<file path="src/rtl/psram_ddr_tx_gearbox_if.sv">
// Write-data stream into the PSRAM DDR transmit gearbox.
//   s_data  : write word, WORD_W bits
//   s_valid : s_data valid (driven by the master)
//   s_ready : gearbox accepts s_data this cycle (driven by the slave)
interface psram_ddr_tx_gearbox_if #(
   parameter int WORD_W = 32
) ();
   logic [WORD_W-1:0] s_data;
   logic              s_valid;
   logic              s_ready;

   modport master (output s_data, output s_valid, input s_ready);
   modport slave  (input s_data, input s_valid, output s_ready);
endinterface

</file>
<file path="src/rtl/psram_ddr_tx_gearbox.sv">
// PSRAM DQ transmit gearbox, feeding the ODDR bank.
// Takes a burst of WORD_W-bit words from a valid/ready stream and presents
// one D0/D1 byte pair per clock, MSB slice first, plus the ODDR TX enable.
// Ports:
//   sys_clk, sys_rst    : clock (also ODDR CLK), synchronous active-high reset
//   start, burst_len    : burst request (sampled in IDLE), length in words
//   busy                : burst in progress
//   s_if (slave)        : write-word stream
//   d0, d1              : ODDR D0 (rising half) / D1 (falling half)
//   tx_oen              : ODDR TX, 1 = DQ high-Z, 0 = drive
//   done, underrun      : one-cycle completion / starvation-abort pulses
//
// state | meaning
// IDLE  | bus released, waiting for start with non-zero burst_len
// PRIME | s_ready high, waiting (indefinitely) for the first word
// SEND  | driving one beat per clock; reloads on the last beat of each word
module psram_ddr_tx_gearbox #(
   parameter int DQ_W   = 8,
   parameter int WORD_W = 32,
   parameter int LEN_W  = 8
) (
   input  logic                  sys_clk,
   input  logic                  sys_rst,
   input  logic                  start,
   input  logic [LEN_W-1:0]      burst_len,
   output logic                  busy,
   psram_ddr_tx_gearbox_if.slave s_if,
   output logic [DQ_W-1:0]       d0,
   output logic [DQ_W-1:0]       d1,
   output logic                  tx_oen,
   output logic                  done,
   output logic                  underrun
);

   // WORD_W must be a whole multiple of 2*DQ_W.
   localparam int BEATS  = WORD_W / (2 * DQ_W);
   localparam int BEAT_W = (BEATS > 1) ? $clog2(BEATS) : 1;
   localparam logic [BEAT_W-1:0] LAST_BEAT = BEAT_W'(BEATS - 1);

   typedef enum logic [1:0] {
      ST_IDLE  = 2'd0,
      ST_PRIME = 2'd1,
      ST_SEND  = 2'd2
   } state_t;

   state_t            state_q, state_d;
   logic [LEN_W-1:0]  words_left_q, words_left_d;
   logic [BEAT_W-1:0] beat_q, beat_d;
   logic [WORD_W-1:0] shreg_q, shreg_d;
   logic [DQ_W-1:0]   d0_q, d0_d, d1_q, d1_d;
   logic              busy_q, busy_d;
   logic              s_ready_q, s_ready_d;
   logic              tx_oen_q, tx_oen_d;
   logic              done_q, done_d;
   logic              underrun_q, underrun_d;
   logic              accept;
   logic              last_beat;

   assign accept    = s_if.s_valid & s_ready_q;
   assign last_beat = (beat_q == LAST_BEAT);

   always_ff @(posedge sys_clk) begin
      if (sys_rst) begin
         state_q      <= ST_IDLE;
         words_left_q <= '0;
         beat_q       <= '0;
         shreg_q      <= '0;
         d0_q         <= '0;
         d1_q         <= '0;
         busy_q       <= 1'b0;
         s_ready_q    <= 1'b0;
         tx_oen_q     <= 1'b1;
         done_q       <= 1'b0;
         underrun_q   <= 1'b0;
      end else begin
         state_q      <= state_d;
         words_left_q <= words_left_d;
         beat_q       <= beat_d;
         shreg_q      <= shreg_d;
         d0_q         <= d0_d;
         d1_q         <= d1_d;
         busy_q       <= busy_d;
         s_ready_q    <= s_ready_d;
         tx_oen_q     <= tx_oen_d;
         done_q       <= done_d;
         underrun_q   <= underrun_d;
      end
   end

   always_comb begin
      state_d      = state_q;
      words_left_d = words_left_q;
      beat_d       = beat_q;
      shreg_d      = shreg_q;
      d0_d         = '0;
      d1_d         = '0;
      busy_d       = busy_q;
      s_ready_d    = 1'b0;
      tx_oen_d     = 1'b1;
      done_d       = 1'b0;
      underrun_d   = 1'b0;

      case (state_q)
         ST_IDLE: begin
            busy_d = 1'b0;
            if (start && (burst_len != '0)) begin
               words_left_d = burst_len;
               busy_d       = 1'b1;
               s_ready_d    = 1'b1;
               state_d      = ST_PRIME;
            end
         end

         ST_PRIME: begin
            s_ready_d = 1'b1;
            if (accept) begin
               d0_d         = s_if.s_data[WORD_W-1 -: DQ_W];
               d1_d         = s_if.s_data[WORD_W-1-DQ_W -: DQ_W];
               shreg_d      = s_if.s_data << (2 * DQ_W);
               beat_d       = '0;
               words_left_d = words_left_q - 1'b1;
               tx_oen_d     = 1'b0;
               state_d      = ST_SEND;
            end
         end

         ST_SEND: begin
            if (!last_beat) begin
               d0_d     = shreg_q[WORD_W-1 -: DQ_W];
               d1_d     = shreg_q[WORD_W-1-DQ_W -: DQ_W];
               shreg_d  = shreg_q << (2 * DQ_W);
               beat_d   = beat_q + 1'b1;
               tx_oen_d = 1'b0;
            end else if (words_left_q == '0) begin
               done_d  = 1'b1;
               busy_d  = 1'b0;
               state_d = ST_IDLE;
            end else if (accept) begin
               // Reload on the last beat so the next word follows with no bubble.
               d0_d         = s_if.s_data[WORD_W-1 -: DQ_W];
               d1_d         = s_if.s_data[WORD_W-1-DQ_W -: DQ_W];
               shreg_d      = s_if.s_data << (2 * DQ_W);
               beat_d       = '0;
               words_left_d = words_left_q - 1'b1;
               tx_oen_d     = 1'b0;
            end else begin
               // The PSRAM cannot be stalled mid-burst: abort and release DQ.
               underrun_d = 1'b1;
               busy_d     = 1'b0;
               state_d    = ST_IDLE;
            end
         end

         default: begin
            busy_d  = 1'b0;
            state_d = ST_IDLE;
         end
      endcase

      // While driving, ready is only offered on the beat that can take the next word.
      if (!tx_oen_d) begin
         s_ready_d = (beat_d == LAST_BEAT) && (words_left_d != '0);
      end
   end

   assign busy         = busy_q;
   assign s_if.s_ready = s_ready_q;
   assign d0           = d0_q;
   assign d1           = d1_q;
   assign tx_oen       = tx_oen_q;
   assign done         = done_q;
   assign underrun     = underrun_q;

endmodule
</file>
<file path="src/flat_wrapper.sv">
// flat-port wrapper written by rule: the top's interface ports become plain ports
module psram_ddr_tx_gearbox_flat 
#(
   parameter int DQ_W   = 8,
   parameter int WORD_W = 32,
   parameter int LEN_W  = 8
)
  (sys_clk, sys_rst, start, burst_len, busy, d0, d1, tx_oen, done, underrun, s_if_s_data, s_if_s_valid, s_if_s_ready);
  psram_ddr_tx_gearbox_if #(.WORD_W(WORD_W)) s_if_i ();
  input  logic sys_clk;
  input  logic sys_rst;
  input  logic start;
  input  logic [LEN_W-1:0] burst_len;
  output logic busy;
  output logic [DQ_W-1:0] d0;
  output logic [DQ_W-1:0] d1;
  output logic tx_oen;
  output logic done;
  output logic underrun;
  input wire logic [$bits(s_if_i.s_data)-1:0] s_if_s_data;
  input wire logic [$bits(s_if_i.s_valid)-1:0] s_if_s_valid;
  output wire logic [$bits(s_if_i.s_ready)-1:0] s_if_s_ready;
  assign s_if_i.s_data = s_if_s_data;
  assign s_if_i.s_valid = s_if_s_valid;
  assign s_if_s_ready = s_if_i.s_ready;
  psram_ddr_tx_gearbox #(.DQ_W(DQ_W), .WORD_W(WORD_W), .LEN_W(LEN_W)) u_core (.sys_clk(sys_clk), .sys_rst(sys_rst), .start(start), .burst_len(burst_len), .busy(busy), .s_if(s_if_i), .d0(d0), .d1(d1), .tx_oen(tx_oen), .done(done), .underrun(underrun));
endmodule
</file>
<file path="config.mk">
export PLATFORM = sky130hd
export DESIGN_NAME = psram_ddr_tx_gearbox_flat
export DESIGN_NICKNAME = d
export VERILOG_FILES = /design/src/rtl/psram_ddr_tx_gearbox_if.sv /design/src/rtl/psram_ddr_tx_gearbox.sv /design/src/flat_wrapper.sv
export SDC_FILE = /design/constraint.sdc
export NUM_CORES = 1
export LEC_CHECK = 0
export ABC_AREA = 1
export CAP_MARGIN = 25
export CORE_MARGIN = 2
export CORE_UTILIZATION = 50
export CTS_BUF_LIST = sky130_fd_sc_hd__clkbuf_4
export CTS_CLUSTER_SIZE = 16
export DETAILED_ROUTE_END_ITERATION = 10
export PLACE_DENSITY = 0.79
export SLEW_MARGIN = 25
export SYNTH_ARGS = -nofsm -noshare
export SYNTH_HDL_FRONTEND = slang
export SYNTH_SLANG_ARGS = --single-unit
</file>
<file path="constraint.sdc">
create_clock -name sys_clk -period 2.16 [get_ports sys_clk]
set_input_delay 0.648 -clock sys_clk [delete_from_list [all_inputs] [get_ports sys_clk]]
set_output_delay 0.648 -clock sys_clk [all_outputs]
set_load 0.02 [all_outputs]
</file>
==> metrics.cfg <==
[timing]
finalMaxSlewViolations = 0
finalHoldViolations = 0
rsz0062_at_grt = true
finalWorstSetupSlack_ns = 0.0507
period_needed_ns = 2.11
tns_ns = 0
setup_viol = 0
relSlewSlack_pct = 75.7
finalCritPeriodShare_pct = 97.7
finClkSkew_ns = 0.0166
worstMarginPinSlew_ns = 0.364
max_freq_mhz = 474

[global_route]
antenna_found_initial = 0
grt_pass1_vias = 2851
grt_max_degree = 31
grt_overflow = 0
grtUsageTotal_pct = 25.3
grt_pass1_wl_mm = 12.9

[die]
die_y_um = 82.0
ioPinCount = 65
die_w_um = 82.0
initial_utilization_pct = 51.7
die_area_um2 = 6730
floorplan.rows = 28
core_um2 = 5890

[clock_network]
cts.path.max_buffers = 2
cts_tree = yes
ctsHtreeMaxLevel = 3
cts.sinks = 64
cts_buffers = 9
clk_latency_ns = 0.42
ctsHoldBuffers = 0
cts-root-buf = clkbuf_4
postCtsSetupRepairBufs = 0
clk_pin_slew_ns = 0.11

[route]
wl_met2_mm = 3.60
drt_wl_total_mm = 7.97
dr_wl_met3_um = 552
via_per_inst = 5.12
wire_per_inst_um = 13.0
dr.max_layer_used = met4
final_antenna_net_count = 0
drc = 0
met1Wirelength_mm = 3.69
drtIter0Drc = 223
drt-pass1-iter-count = 5
vias = 3150

[worst_setup_path]
critPathBufInv = 1
cp_slowest_cell = clkdlybuf4s50_1
endpoint_kind = output port
crit_path_max_incr_delay_ns = 0.63
crit_required_ns = 1.51
path_cells = clkdlybuf4s50_1
crit_type = flip-flop to output port
cp-start-kind = flip-flop
worst_ep_arrival_time_ns = 1.46
path_max_fanout = 3
cpLargestDelayFamily = buffers and inverters

[power]
ir_worst_vdd_mv = 0.695
power_mw = 4.30
leakagePower_nw = 1.87
p_per_area_nw_per_um2 = 1060

[final_layout]
fill_cells = 508
final_nets = 585
fin_cells = 615
diodes = 0
final_util_pct = 69.2
drive_gt1_share_pct = 11.3
layout-area-overhead-vs-synth_pct = 33.7

[synthesis]
ys_warn_count = 0
synth.ff_latch_count = 64
synth-main-ff-cell = dfxtp_1
syn_nets = 499
synth-edff-count = 0
synth_seq_area_share_pct = 42.1
synth_area_leaders = dfxtp_1 (42%), nand2_1 (14%), nand3_1 (8.7%)
yosysTopAreaCellShare_pct = 42.1
syn_inst = 449
syn_avg_cell_area_um2 = 6.78
synth_area_leader_cell = dfxtp_1
async_reset_ff_share_pct = 0
synthDistinctLibCells = 29
netlist_area_um2 = 3040

[min_path]
min_path_type = flip-flop to flip-flop

[outcome]
status = complete, no violations

[place]
placed_cells = 599
place_ws_ns = -0.274
dpl.hpwl_mm = 5.92
io_buffers = 64
gp_congestion = 0.947

[job]
max_cap_viol_count = 0

synthesized netlist by cell type (3+ instances only):
master    instances
nand2_1         116
inv_1            66
dfxtp_1          64
nand3_1          53
a21oi_1          33
o21ai_0          30
nor2_1           28
clkbuf_1         11
nand4_1           7
ha_1              6
buf_2             5
buf_1             4
o21ai_1           4
nand2_2           3
nor3_1            3
sequential cells by signal (all words and copies together) (netlist names):
name,flops
u_core.done,1
u_core.tx_oen,1
u_core.s_if.s_ready,1
u_core.state_q,2
u_core.d0,8
u_core.beat_q,1
u_core.busy,1
u_core.words_left_q,8
u_core.underrun,1
u_core.d1,8
u_core.shreg_q,32
report_power, final:
group / internal (mW) / total (mW) / switching [mW]
combinational: 0.781 / 2.12 / 1.34
clock: 0.233 / 0.704 / 0.471
sequential: 1.36 / 1.47 / 0.106
total: 2.38 / 4.30 / 1.92
kinds of logic after synthesis:
kind of cell,count (synthesis),synth area share (%)
buf+inv,90,11.5
simple gates,214,30.1
fa+ha+maj,6,2.47
flops,64,42.1
compound gates,75,13.8
final timing paths:
| kind | from | to | slack [ns] | cells past startpoint |
|---|---|---|---|---|
| setup / recovery | u_core.s_if.s_ready | s_if_s_ready | 0.05 | 1 |
| hold / removal | u_core.shreg_q[18] | u_core.shreg_q[18] | 0.45 | 2 |
| setup reg to reg | u_core.words_left_q[1] | u_core.s_if.s_ready | 0.18 | 14 |
| hold reg to reg | u_core.shreg_q[18] | u_core.shreg_q[18] | 0.45 | 2 |
worst reg2reg max path: stages (launching register included):
cell and delay, ns:
dfxtp_1 0.40, inv_1 0.09, ha_1 0.19, nand2_1 0.14, inv_1 0.11, nand2_2 0.12, nand2_1 0.09, a21oi_1 0.18
nand2_1 0.08, nand2_1 0.09, nand2_1 0.05, nor2_1 0.10, nand2_1 0.06, o21ai_1 0.11, a21oi_1 0.07
final cells by class:
class                      count  area, um2  share of cell area [%]
tap                           75       93.8                    2.31
clock inverter                 7       47.5                    1.17
multi-input combinational    295       1430                    35.0
sequential                    64       1280                    31.5
inverter                      69        259                    6.36
clock buffer                   9       67.6                    1.66
timing repair buffer          96        893                    21.9
routing by layer:
metal	vias to the layer above	GRT usage [%]
met5	-	0
met4	0	10.2
met3	12	4.73
met2	114	38.4
met1	1428	35.3
li1	1596	-
cell usage in the layout, fill, tap and decap left out, types with 4 or more instances in the layout:
cell type	instances
clkdlybuf4s50_1	64
dfxtp_1	63
clkbuf_4	9
ha_1	6
buf_4	31
nand3_1	53
a21oi_1	33
nand2_2	4
nand2_1	115
nand4_1	7
inv_1	66
clkinvlp_4	4
o21ai_0	30
nor2_1	28
through the flow:
step / hold slack [ns] / instance area (um2)
floorplan: 0.421 / 3040
global placement: 0.430 / 3940
detailed placement: 0.434 / 3940
CTS: 0.452 / 4050
global route: 0.482 / 4070
finish: 0.452 / 4070
repair_timing:
item                                    CTS  global route
endpoints found under the setup margin    0             2
endpoints found under the hold margin     0             0
resized for setup                         0             4
Note: power is estimated with default switching activity, not from simulation.
